[config.mk]
export PLATFORM = sky130hd
export DESIGN_NAME = serial_frame_tx_flat
export DESIGN_NICKNAME = d
export VERILOG_FILES = /design/src/rtl/serial_frame_tx_if.sv /design/src/rtl/serial_frame_tx.sv /design/src/flat_wrapper.sv
export SDC_FILE = /design/constraint.sdc
export NUM_CORES = 1
export LEC_CHECK = 0
export ABC_AREA = 1
export CORE_MARGIN = 2
export CORE_UTILIZATION = 55
export CTS_BUF_LIST = sky130_fd_sc_hd__clkbuf_2
export DETAILED_ROUTE_END_ITERATION = 12
export GPL_ROUTABILITY_DRIVEN = 0
export GPL_TIMING_DRIVEN = 1
export PLACE_DENSITY_LB_ADDON = 0.1
export SKIP_CTS_REPAIR_TIMING = 1
export SYNTH_ARGS = -nofsm -noshare
export SYNTH_HDL_FRONTEND = slang
export SYNTH_SLANG_ARGS = --single-unit
[constraint.sdc]
create_clock -name clk -period 2.1 [get_ports clk]
set_input_delay 0.63 -clock clk [delete_from_list [all_inputs] [get_ports clk]]
set_output_delay 0.63 -clock clk [all_outputs]
set_load 0.02 [all_outputs]
[src/rtl/serial_frame_tx_if.sv]
// Word handshake plus serial-line bundle between a producer and serial_frame_tx.
interface serial_frame_tx_if #(
  parameter int unsigned WIDTH = 8
);
  logic [WIDTH-1:0] dado;
  logic             valido;
  logic             pronto;
  logic             saida;
  logic             ativo;
  logic             fim;

  modport master (
    output dado, output valido,
    input  pronto, input saida, input ativo, input fim
  );

  modport slave (
    input  dado, input valido,
    output pronto, output saida, output ativo, output fim
  );
endinterface

[src/rtl/serial_frame_tx.sv]
// Serial frame transmitter: preamble then data word MSB first, one bit per clock,
// with a one-cycle idle gap between frames. All outputs are registered Moore outputs.
module serial_frame_tx #(
  parameter int unsigned WIDTH    = 8,
  parameter int unsigned PRE_LEN  = 4,
  parameter logic [7:0]  PREAMBLE = 8'b0000_1010,
  parameter logic        IDLE_BIT = 1'b0
) (
  input logic              clk,
  input logic              rst,
  serial_frame_tx_if.slave bus
);
  localparam int unsigned MAX_LEN = (WIDTH > PRE_LEN) ? WIDTH : PRE_LEN;
  localparam int unsigned CNT_W   = (MAX_LEN > 1) ? $clog2(MAX_LEN) : 1;
  localparam logic [MAX_LEN-1:0] PRE_EXT = MAX_LEN'(PREAMBLE);

  typedef enum logic [1:0] {
    OCIOSO    = 2'd0,
    PREAMB    = 2'd1,
    DADOS     = 2'd2,
    INTERVALO = 2'd3
  } state_e;

  state_e             state_q, state_d;
  logic [CNT_W-1:0]   cnt_q, cnt_d;
  logic [WIDTH-1:0]   word_q, word_d;
  logic               saida_q, saida_d;
  logic               ativo_q, ativo_d;
  logic               fim_q, fim_d;
  logic               pronto_q, pronto_d;
  logic               accept;

  always_comb begin
    state_d = state_q;
    cnt_d   = cnt_q;
    word_d  = word_q;
    accept  = bus.valido & pronto_q;

    case (state_q)
      // The gap state lasts one cycle; without a new word both fall back to idle.
      OCIOSO, INTERVALO: begin
        state_d = OCIOSO;
        if (accept) begin
          word_d  = bus.dado;
          cnt_d   = CNT_W'(PRE_LEN - 1);
          state_d = PREAMB;
        end
      end
      PREAMB: begin
        if (cnt_q == '0) begin
          state_d = DADOS;
          cnt_d   = CNT_W'(WIDTH - 1);
        end else begin
          cnt_d = cnt_q - CNT_W'(1);
        end
      end
      DADOS: begin
        if (cnt_q == '0) begin
          state_d = INTERVALO;
        end else begin
          cnt_d = cnt_q - CNT_W'(1);
        end
      end
      default: begin
        state_d = OCIOSO;
        cnt_d   = '0;
        word_d  = '0;
      end
    endcase

    // Outputs are decoded from the next state so they appear in the same cycle as it.
    saida_d  = IDLE_BIT;
    ativo_d  = 1'b0;
    fim_d    = 1'b0;
    pronto_d = 1'b0;
    case (state_d)
      PREAMB: begin
        saida_d = PRE_EXT[cnt_d];
        ativo_d = 1'b1;
      end
      DADOS: begin
        saida_d = word_d[cnt_d];
        ativo_d = 1'b1;
        fim_d   = (cnt_d == '0);
      end
      default: pronto_d = 1'b1;
    endcase
  end

  always_ff @(posedge clk or negedge rst) begin
    if (!rst) begin
      state_q  <= OCIOSO;
      cnt_q    <= '0;
      word_q   <= '0;
      saida_q  <= IDLE_BIT;
      ativo_q  <= 1'b0;
      fim_q    <= 1'b0;
      pronto_q <= 1'b1;
    end else begin
      state_q  <= state_d;
      cnt_q    <= cnt_d;
      word_q   <= word_d;
      saida_q  <= saida_d;
      ativo_q  <= ativo_d;
      fim_q    <= fim_d;
      pronto_q <= pronto_d;
    end
  end

  assign bus.saida  = saida_q;
  assign bus.ativo  = ativo_q;
  assign bus.fim    = fim_q;
  assign bus.pronto = pronto_q;
endmodule

[src/flat_wrapper.sv]
// flat-port wrapper written by rule: the top's interface ports become plain ports
module serial_frame_tx_flat 
#(
  parameter int unsigned WIDTH    = 8,
  parameter int unsigned PRE_LEN  = 4,
  parameter logic [7:0]  PREAMBLE = 8'b0000_1010,
  parameter logic        IDLE_BIT = 1'b0
)
  (clk, rst, bus_dado, bus_valido, bus_pronto, bus_saida, bus_ativo, bus_fim);
  serial_frame_tx_if #(.WIDTH(WIDTH)) bus_i ();
  input logic clk;
  input logic rst;
  input wire logic [$bits(bus_i.dado)-1:0] bus_dado;
  input wire logic [$bits(bus_i.valido)-1:0] bus_valido;
  output wire logic [$bits(bus_i.pronto)-1:0] bus_pronto;
  output wire logic [$bits(bus_i.saida)-1:0] bus_saida;
  output wire logic [$bits(bus_i.ativo)-1:0] bus_ativo;
  output wire logic [$bits(bus_i.fim)-1:0] bus_fim;
  assign bus_i.dado = bus_dado;
  assign bus_i.valido = bus_valido;
  assign bus_pronto = bus_i.pronto;
  assign bus_saida = bus_i.saida;
  assign bus_ativo = bus_i.ativo;
  assign bus_fim = bus_i.fim;
  serial_frame_tx #(.WIDTH(WIDTH), .PRE_LEN(PRE_LEN), .PREAMBLE(PREAMBLE), .IDLE_BIT(IDLE_BIT)) u_core (.clk(clk), .rst(rst), .bus(bus_i));
endmodule
==> results.txt, run 1 <==
----------------------------------------------------
[Run status]
  Outcome ... complete, no violations

[Global route]
  Global-route usage over all layers ... a little over a fifth
  Via count of the first global-routing pass ... between 700 and 800
  Largest net degree at the start of global routing ... 18
  Number of antenna violations at the first check in global routing ... 0
  Remaining global-route overflow ... 0
  Peak-usage layer in the global routing report ... met2
  Met3 global-route usage ... between 2 and 2.5%
  Global routing usage on met2 ... between 30% and 40%
  First-pass GRT wire length ... about 3200 µm
  Fraction of met1 tracks used by global routing ... between 20% and 30%

[Timing]
  Worst Tran Pin Value ... between 0.2 and 0.3 ns
  Rel. slew slack ... 82.3%
  Hold_ws ... 0.573 ns
  Final WS setup ... a little under 0.006 ns
  Final hold violation count ... 0
  Period utilization ... between 90% and 100%
  Endpoints failing setup ... 0
  Fmax ... approximately 0.48 GHz
  Clock period minus worst slack ... about 2.1 ns
  Count of pins over their slew limit ... 0
  Setup repair after global routing missed its margin ... true
  Total Neg Setup Slack ... 0 ns
  Worst clock skew ... between 0.015 and 0.02 ns

[Hold path]
  Cell count of the worst hold path ... 4
  Hold Crit Endpoint ... u_core.word_q[6]
  Start point of the worst hold path ... u_core.word_q[6]
  Hold WC Path Type ... reg2reg

[Setup path]
  Cell seen most often among critical-path stages ... sky130_fd_sc_hd__nand2_1
  Worst reg2reg path startpoint ... u_core.cnt_q[0]
  Arrival time at the worst endpoint ... roughly 2.4 ns
  Largest fanout on the critical path ... 6
  Worst-case reg-to-reg path depth ... 16
  Worst-path cell chain ... inv_2 -> ha_4 -> ha_2 -> inv_1 -> ha_1 -> nand2_2 -> nand2_1 -> nand2_1 -> nand2_2 -> nand2_1 -> nand2_1 -> nand2_1 -> nand2_1 -> nand2_1 -> nand3_2 -> a21oi_2
  Kind of launch point of the worst setup path ... register
  Sort of element at the end of the critical path ... register
  Slowest cell delay on critical path ... about 0.44 ns
  Setup slack on the worst flop-to-flop path ... 0.006 ns
  Kind of critical path ... reg2reg
  Slowest cell on the critical path ... sky130_fd_sc_hd__dfrtp_1
  Reg-to-reg endpoint ... u_core.bus.saida
  Worst path required time ... 2.36 ns

[Place]
  Number of port buffers ... 14
  Post-placement cell count ... about 180
  Post-DP HPWL ... about 1500 µm
  Worst setup slack after placement ... -0.109 ns

[Floorplan]
  Number of top-level design ports ... 15
  Die outline area ... roughly 0.0021 mm²
  DIE WIDTH ... 46.3 µm
  Number of core rows ... 15
  Starting density of the core ... 57.5%
  Die span in y ... 46.3 µm
  Area of the placeable core ... around 0.0017 mm²

[Yosys]
  Async set-or-reset flop fraction in the synthesized netlist ... between 90% and 100%
  Seq cells post-synth ... 17
  EDFF count, synth ... 0
  Dominant cells by area after synthesis ... sky130_fd_sc_hd__dfrtp_1 (41%), sky130_fd_sc_hd__nand2_1 (19%), sky130_fd_sc_hd__inv_1 (13%), sky130_fd_sc_hd__ha_1 (10%), sky130_fd_sc_hd__nand3_1 (3.6%)
  Prevailing post-synth register cell ... sky130_fd_sc_hd__dfrtp_1
  Sequential area share after synthesis ... a little over two fifths
  Share of Yosys cell area claimed by the top area cell type ... approximately two fifths
  Average cell area after synthesis ... 7.38 µm²
  Mapped Cells ... around 130
  Summed instance area of the synthesized netlist ... just under 0.001 mm²
  Unique cell type count in the Yosys netlist ... 14
  Cell taking the most area after synthesis ... sky130_fd_sc_hd__dfrtp_1
  Yosys synthesis warning count ... 0
  Mapped Nets ... 152
  Most common cell in the synthesized netlist ... sky130_fd_sc_hd__nand2_1
  List of most frequent post-synthesis cells ... sky130_fd_sc_hd__nand2_1 (49), sky130_fd_sc_hd__inv_1 (35), sky130_fd_sc_hd__dfrtp_1 (16), sky130_fd_sc_hd__ha_1 (8), sky130_fd_sc_hd__nand3_1 (7)

[Route]
  Residual DRC ... 0
  Initial drt markers ... 20
  Total iterations of the first detailed-routing run ... 4
  Detailed-route vias per instance ... 4.58
  Post-DRT Antenna Nets ... 0
  Total routed wirelength ... a little over 2000 µm
  Vias after detailed routing ... 856
  Average routed wire per standard cell ... between 10 and 15 µm

[Layout]
  Count of antenna diodes in the layout ... 0
  Share of cells above drive strength 1 ... between 10% and 20%
  Area overhead of the layout relative to synthesis ... 31.3%
  Net count reported at finish ... approximately 180
  Non-filler instance count after layout ... between 150 and 200

[Job]
  Max-cap viol count ... 0

[Power]
  Power density cells ... between 1000 and 1500 mW/mm²
  Worst vdd rail ir drop ... between 0.9 and 1 mV
  Total power of the final layout ... between 1.5 and 2 mW
  Static Leak ... approximately 0.72 nW

[Clock network]
  Number of clock sinks seen by CTS ... 17
  Maximum count of clock buffers along a single path ... 2
  Clock insertion delay at the later pin of the skew report ... between 0.3 and 0.4 ns
  Number of clock buffers inserted by TritonCTS ... 3
  Clock-pin transition on the worst setup and hold timing paths ... 0.18 ns
  Maximum level of the CTS H-tree ... 1
  Clock tree from TritonCTS ... done
  Root buffer selected by CTS ... sky130_fd_sc_hd__clkbuf_2

----------------------------------------------------
==> state kept, by name (all words and copies together), names as in the netlist <==
name	cells
u_core.bus.ativo	1
u_core.bus.fim	1
u_core.bus.pronto	1
u_core.bus.saida	1
u_core.cnt_q	3
u_core.state_q	2
u_core.word_q	8
==> layout by cell type (no fill, tap or decap) <==
cell,Yosys,final
sky130_fd_sc_hd__clkinv_2,0,1
sky130_fd_sc_hd__dfrtp_1,16,16
sky130_fd_sc_hd__inv_2,0,2
sky130_fd_sc_hd__nor2_1,1,1
sky130_fd_sc_hd__ha_4,0,1
sky130_fd_sc_hd__dlymetal6s2s_1,0,1
sky130_fd_sc_hd__ha_2,0,1
sky130_fd_sc_hd__nand2_2,0,3
sky130_fd_sc_hd__inv_1,35,33
sky130_fd_sc_hd__nand2_1,49,46
sky130_fd_sc_hd__clkdlybuf4s50_1,0,13
sky130_fd_sc_hd__o21ai_0,6,6
sky130_fd_sc_hd__a21oi_2,1,1
sky130_fd_sc_hd__clkbuf_2,0,3
sky130_fd_sc_hd__nand3_1,7,7
sky130_fd_sc_hd__ha_1,8,6
sky130_fd_sc_hd__nand3_2,2,2
sky130_fd_sc_hd__dfstp_2,1,1
sky130_fd_sc_hd__a21oi_1,1,1
sky130_fd_sc_hd__buf_12,0,1
sky130_fd_sc_hd__o21ai_1,4,4
sky130_fd_sc_hd__buf_4,0,11
sky130_fd_sc_hd__a31oi_1,1,1
==> worst max-delay path by stage <==
| stage | startpoint | to | slack (ns) | depth (start not counted) |
|---|---|---|---|---|
| after floorplan | u_core.cnt_q[0] | u_core.bus.saida | 0.23 | 16 |
| after global placement | bus_valido | u_core.bus.saida | -0.05 | 11 |
| after detailed placement | bus_valido | u_core.bus.saida | -0.11 | 11 |
| after CTS | u_core.cnt_q[0] | u_core.bus.saida | -0.08 | 16 |
| after global routing | u_core.cnt_q[0] | u_core.bus.saida | -0.11 | 16 |
| final | u_core.cnt_q[0] | u_core.bus.saida | 0.006 | 16 |
==> critical path, delay by kind of cell (launching register included) <==
family	cells	cell delay (ns)
and+or+nand+nor	10	0.75
adders and majority gates	3	0.59
DFF	1	0.44
buffers and inverters	2	0.15
AOI/OAI and AO/OA	1	0.12
==> power breakdown <==
group / total, mW / switching (mW) / internal, mW
combinational: 1.15 / 0.656 / 0.494
sequential: 0.514 / 0.0502 / 0.464
clock: 0.154 / 0.111 / 0.0431
==> stage by stage <==
step                util, %  instance area (µm²)
finish                 75.5                 1290
global route           75.5                 1290
CTS                    73.2                 1250
detailed placement     72.0                 1230
global placement       72.0                 1230
floorplan                 -                  982
==> layer usage <==
metal | wire [µm] | vias to the layer above | part of all wire [%]
met4 | 62 | 0 | 3.0
met3 | 85 | 6 | 4.1
met5 | 0 | - | 0
met1 | 976 | 378 | 47
li1 | - | 452 | -
met2 | 938 | 20 | 45
==> kinds of logic (layout without fill, tap and decap cells) <==
group | Yosys count | count (layout) | synth area share [%]
adder cells (fa/ha/maj) | 8 | 8 | 10.2
flip-flops | 17 | 17 | 43.4
buffers and inverters | 36 | 65 | 14.5
AND/OR/NAND/NOR | 59 | 59 | 24.7
AO/OA/AOI/OAI | 13 | 13 | 7.13
==> cell type report <==
class                   count  area (µm²)
multi-input cells          80         435
flip-flops and latches     17         427
fillers                   143         418
repair buffers             26         245
inverters                  35         131
well taps                  25        31.3
clock buffers               3        15.0
clock inverters             1        5.00
No activity file was read; power rests on OpenSTA's default activity.
==> run 2: changes to the inputs <==
--- a/config.mk
+++ b/config.mk
@@ -12,7 +12,7 @@
 export DETAILED_ROUTE_END_ITERATION = 12
 export GPL_ROUTABILITY_DRIVEN = 0
 export GPL_TIMING_DRIVEN = 1
-export PLACE_DENSITY_LB_ADDON = 0.1
+export PLACE_DENSITY = 0.93
 export SKIP_CTS_REPAIR_TIMING = 1
 export SYNTH_ARGS = -nofsm -noshare
 export SYNTH_HDL_FRONTEND = slang
==> results.txt, run 2 (synthesis gave the netlist of run 1 again) <==
----------------------------------------------------
[Power]
  Worst vdd rail ir drop ... 0.942 mV (was 0.988 mV)
  Static Leak ... 0.699 nW (was 0.718 nW)
  Power density cells ... 1410 mW/mm² (about the same)

[Route]
  Residual DRC ... 0 (unchanged)
  Detailed-route vias per instance ... 5.05 (was 4.58)
  Total routed wirelength ... 2280 µm (was 2060 µm)
  Vias after detailed routing ... 930 (was 856)
  Post-DRT Antenna Nets ... 0 (unchanged)
  Total iterations of the first detailed-routing run ... 4 (unchanged)
  Average routed wire per standard cell ... 12.4 µm (was 11.0 µm)
  Initial drt markers ... 23 (was 20)

[Setup path]
  Sort of element at the end of the critical path ... register (unchanged)
  Setup crit start ... u_core.cnt_q[1] (was u_core.cnt_q[0])
  Largest fanout on the critical path ... 5 (was 6)
  Worst path required time ... 2.35 ns (was 2.36 ns)
  Kind of launch point of the worst setup path ... register (unchanged)
  Slowest cell delay on critical path ... 0.41 ns (was 0.44 ns)
  Cell seen most often among critical-path stages ... sky130_fd_sc_hd__nand2_1 (unchanged)
  Kind of critical path ... reg2reg (unchanged)
  Slowest cell on the critical path ... sky130_fd_sc_hd__dfrtp_1 (unchanged)
  Worst-path cell chain ... inv_2 -> ha_4 -> ha_4 -> inv_1 -> ha_1 -> nand2_2 -> nand2_1 -> nand2_1 -> nand2_2 -> nand2_1 -> nand2_1 -> nand2_1 -> nand2_1 -> nand2_1 -> nand3_2 -> a21oi_2 (was inv_2 -> ha_4 -> ha_2 -> inv_1 -> ha_1 -> nand2_2 -> nand2_1 -> nand2_1 -> nand2_2 -> nand2_1 -> nand2_1 -> nand2_1 -> nand2_1 -> nand2_1 -> nand3_2 -> a21oi_2)
  Worst reg2reg path startpoint ... u_core.cnt_q[1] (was u_core.cnt_q[0])
  Arrival time at the worst endpoint ... 2.26 ns (was 2.35 ns)

[Timing]
  Count of pins over their slew limit ... 0 (unchanged)
  Worst Tran Pin Value ... 0.483 ns (was 0.266 ns)
  Hold_ws ... 0.578 ns (was 0.573 ns)
  Total Neg Setup Slack ... 0 ns (unchanged)
  Endpoints failing setup ... 0 (unchanged)
  Final WS setup ... 0.0940 ns (was 0.00579 ns)
  Period utilization ... 95.5% (was 99.7%)
  Worst clock skew ... 0.00243 ns (was 0.0156 ns)
  Rel. slew slack ... 67.7% (was 82.3%)
  Clock period minus worst slack ... 2.01 ns (was 2.09 ns)
  Fmax ... 0.498 GHz (was 0.478 GHz)
  Final hold violation count ... 0 (unchanged)

[Global route]
  Remaining global-route overflow ... 0 (unchanged)
  Largest net degree at the start of global routing ... 12 (was 18)
  Via count of the first global-routing pass ... 864 (was 782)
  First-pass GRT wire length ... 3500 µm (was 3200 µm)
  Number of antenna violations at the first check in global routing ... 0 (unchanged)
  Global-route usage over all layers ... 23.8% (was 21.3%)

[Hold path]
  Start point of the worst hold path ... u_core.word_q[6] (unchanged)
  Hold WC Path Type ... reg2reg (unchanged)

[Clock network]
  Maximum count of clock buffers along a single path ... 2 (unchanged)
  Number of clock sinks seen by CTS ... 17 (unchanged)
  Maximum level of the CTS H-tree ... 1 (unchanged)
  Clock insertion delay at the later pin of the skew report ... 0.30 ns (was 0.31 ns)
  Clock-pin transition on the worst setup and hold timing paths ... 0.18 ns (about the same)
  Clock tree from TritonCTS ... done (unchanged)
  Number of clock buffers inserted by TritonCTS ... 3 (unchanged)
  Root buffer selected by CTS ... sky130_fd_sc_hd__clkbuf_2 (unchanged)

[Layout]
  Share of cells above drive strength 1 ... 15.7% (was 16.7%)
  Number of flip-flops in the largest register ... 8 (unchanged)
  Highest-count cells in the layout ignoring fill and taps ... sky130_fd_sc_hd__nand2_1 (46), sky130_fd_sc_hd__inv_1 (33), sky130_fd_sc_hd__dfrtp_1 (16) (unchanged)
  Final core occ ... 74.2% (was 75.5%)
  Most common cell after layout, fill and taps aside ... sky130_fd_sc_hd__nand2_1 (unchanged)
  Count of antenna diodes in the layout ... 0 (unchanged)
  Area overhead of the layout relative to synthesis ... 29.0% (was 31.3%)
  Largest Register ... u_core.word_q (unchanged)
  Finished layout cell area ... 0.00127 mm² (was 0.00129 mm²)
  Net count reported at finish ... 179 (was 182)
  Regs by FF count ... u_core.word_q (8), u_core.cnt_q (3), u_core.state_q (2) (unchanged)

[Place]
  Number of port buffers ... 14 (unchanged)
  Post-DP HPWL ... 1680 µm (was 1480 µm)
  Worst setup slack after placement ... -0.0792 ns (was -0.109 ns)
  Placed Instance Area ... 0.00119 mm² (was 0.00123 mm²)

[Floorplan]
  Die span in y ... 46.3 µm (unchanged)
  Die outline area ... 0.00214 mm² (unchanged)
  Number of core rows ... 15 (unchanged)
  Number of top-level design ports ... 15 (unchanged)
  Starting density of the core ... 57.5% (unchanged)
  DIE WIDTH ... 46.3 µm (unchanged)
  Area of the placeable core ... 0.00171 mm² (unchanged)

[Job]
  Max-cap viol count ... 0 (unchanged)

[Run status]
  Outcome ... complete, no violations (unchanged)

----------------------------------------------------
-- run 2: cell count changes in the layout (fill, tap and decap cells not counted), sizes merged --
cell  before  now
buf       12    9
-- run 2: metrics by stage --
step	total power [mW]	instances
final	1.78	184
after global routing	1.94	184
after CTS	1.66	182
after detailed placement	1.51	178
after global placement	1.44	178
after floorplan	1.19	133
-- run 2: power breakdown --
part	leakage, nW	switching (mW)	total [mW]	internal [mW]
Clock	0.0164	0.110	0.154	0.0432
Sequential	0.201	0.0524	0.516	0.464
Combinational	0.481	0.672	1.11	0.440
Total	0.699	0.835	1.78	0.947
-- run 2: layout make-up --
class | count | area (µm²)
clock buffers | 3 | 15.0
clock inverters | 1 | 5.00
fillers | 115 | 440
inverters | 35 | 131
multi-input cells | 80 | 448
flip-flops and latches | 17 | 427
well taps | 25 | 31.3
repair buffers | 23 | 210
-- run 2: critical path, delay by kind of cell, from the launching register on --
family	cells	cell delay [ns]
compound gates	1	0.11
fa+ha+maj	3	0.58
buf+inv	2	0.16
flops	1	0.41
simple gates	10	0.69
-- run 2: worst paths after layout --
check / to / slack (ns) / depth (start not counted)
setup / recovery: u_core.bus.saida / 0.09 / 16
hold / removal: u_core.word_q[6] / 0.58 / 4
setup reg to reg: u_core.bus.saida / 0.09 / 16
hold reg to reg: u_core.word_q[6] / 0.58 / 4
max in group asynchronous: u_core.word_q[7] / 0.99 / 2
min in group asynchronous: u_core.state_q[0] / 0.63 / 1
-- run 2: layer usage --
metal  up-vias  routed length, µm  global-route usage, %
li1        446                  -                      -
met1       424                909                   26.0
met2        46               1100                   38.3
met3        14                130                   7.45
met4         0                137                   17.1
met5         -                  0                      0
==> run 3: changes to the inputs <==
--- a/config.mk
+++ b/config.mk
@@ -6,6 +6,7 @@
 export NUM_CORES = 1
 export LEC_CHECK = 0
 export ABC_AREA = 1
+export CAP_MARGIN = 40
 export CORE_MARGIN = 2
 export CORE_UTILIZATION = 55
 export CTS_BUF_LIST = sky130_fd_sc_hd__clkbuf_2
==> results of run 3 <==
Final layout, timing and power as in run 2 (identical DEF).
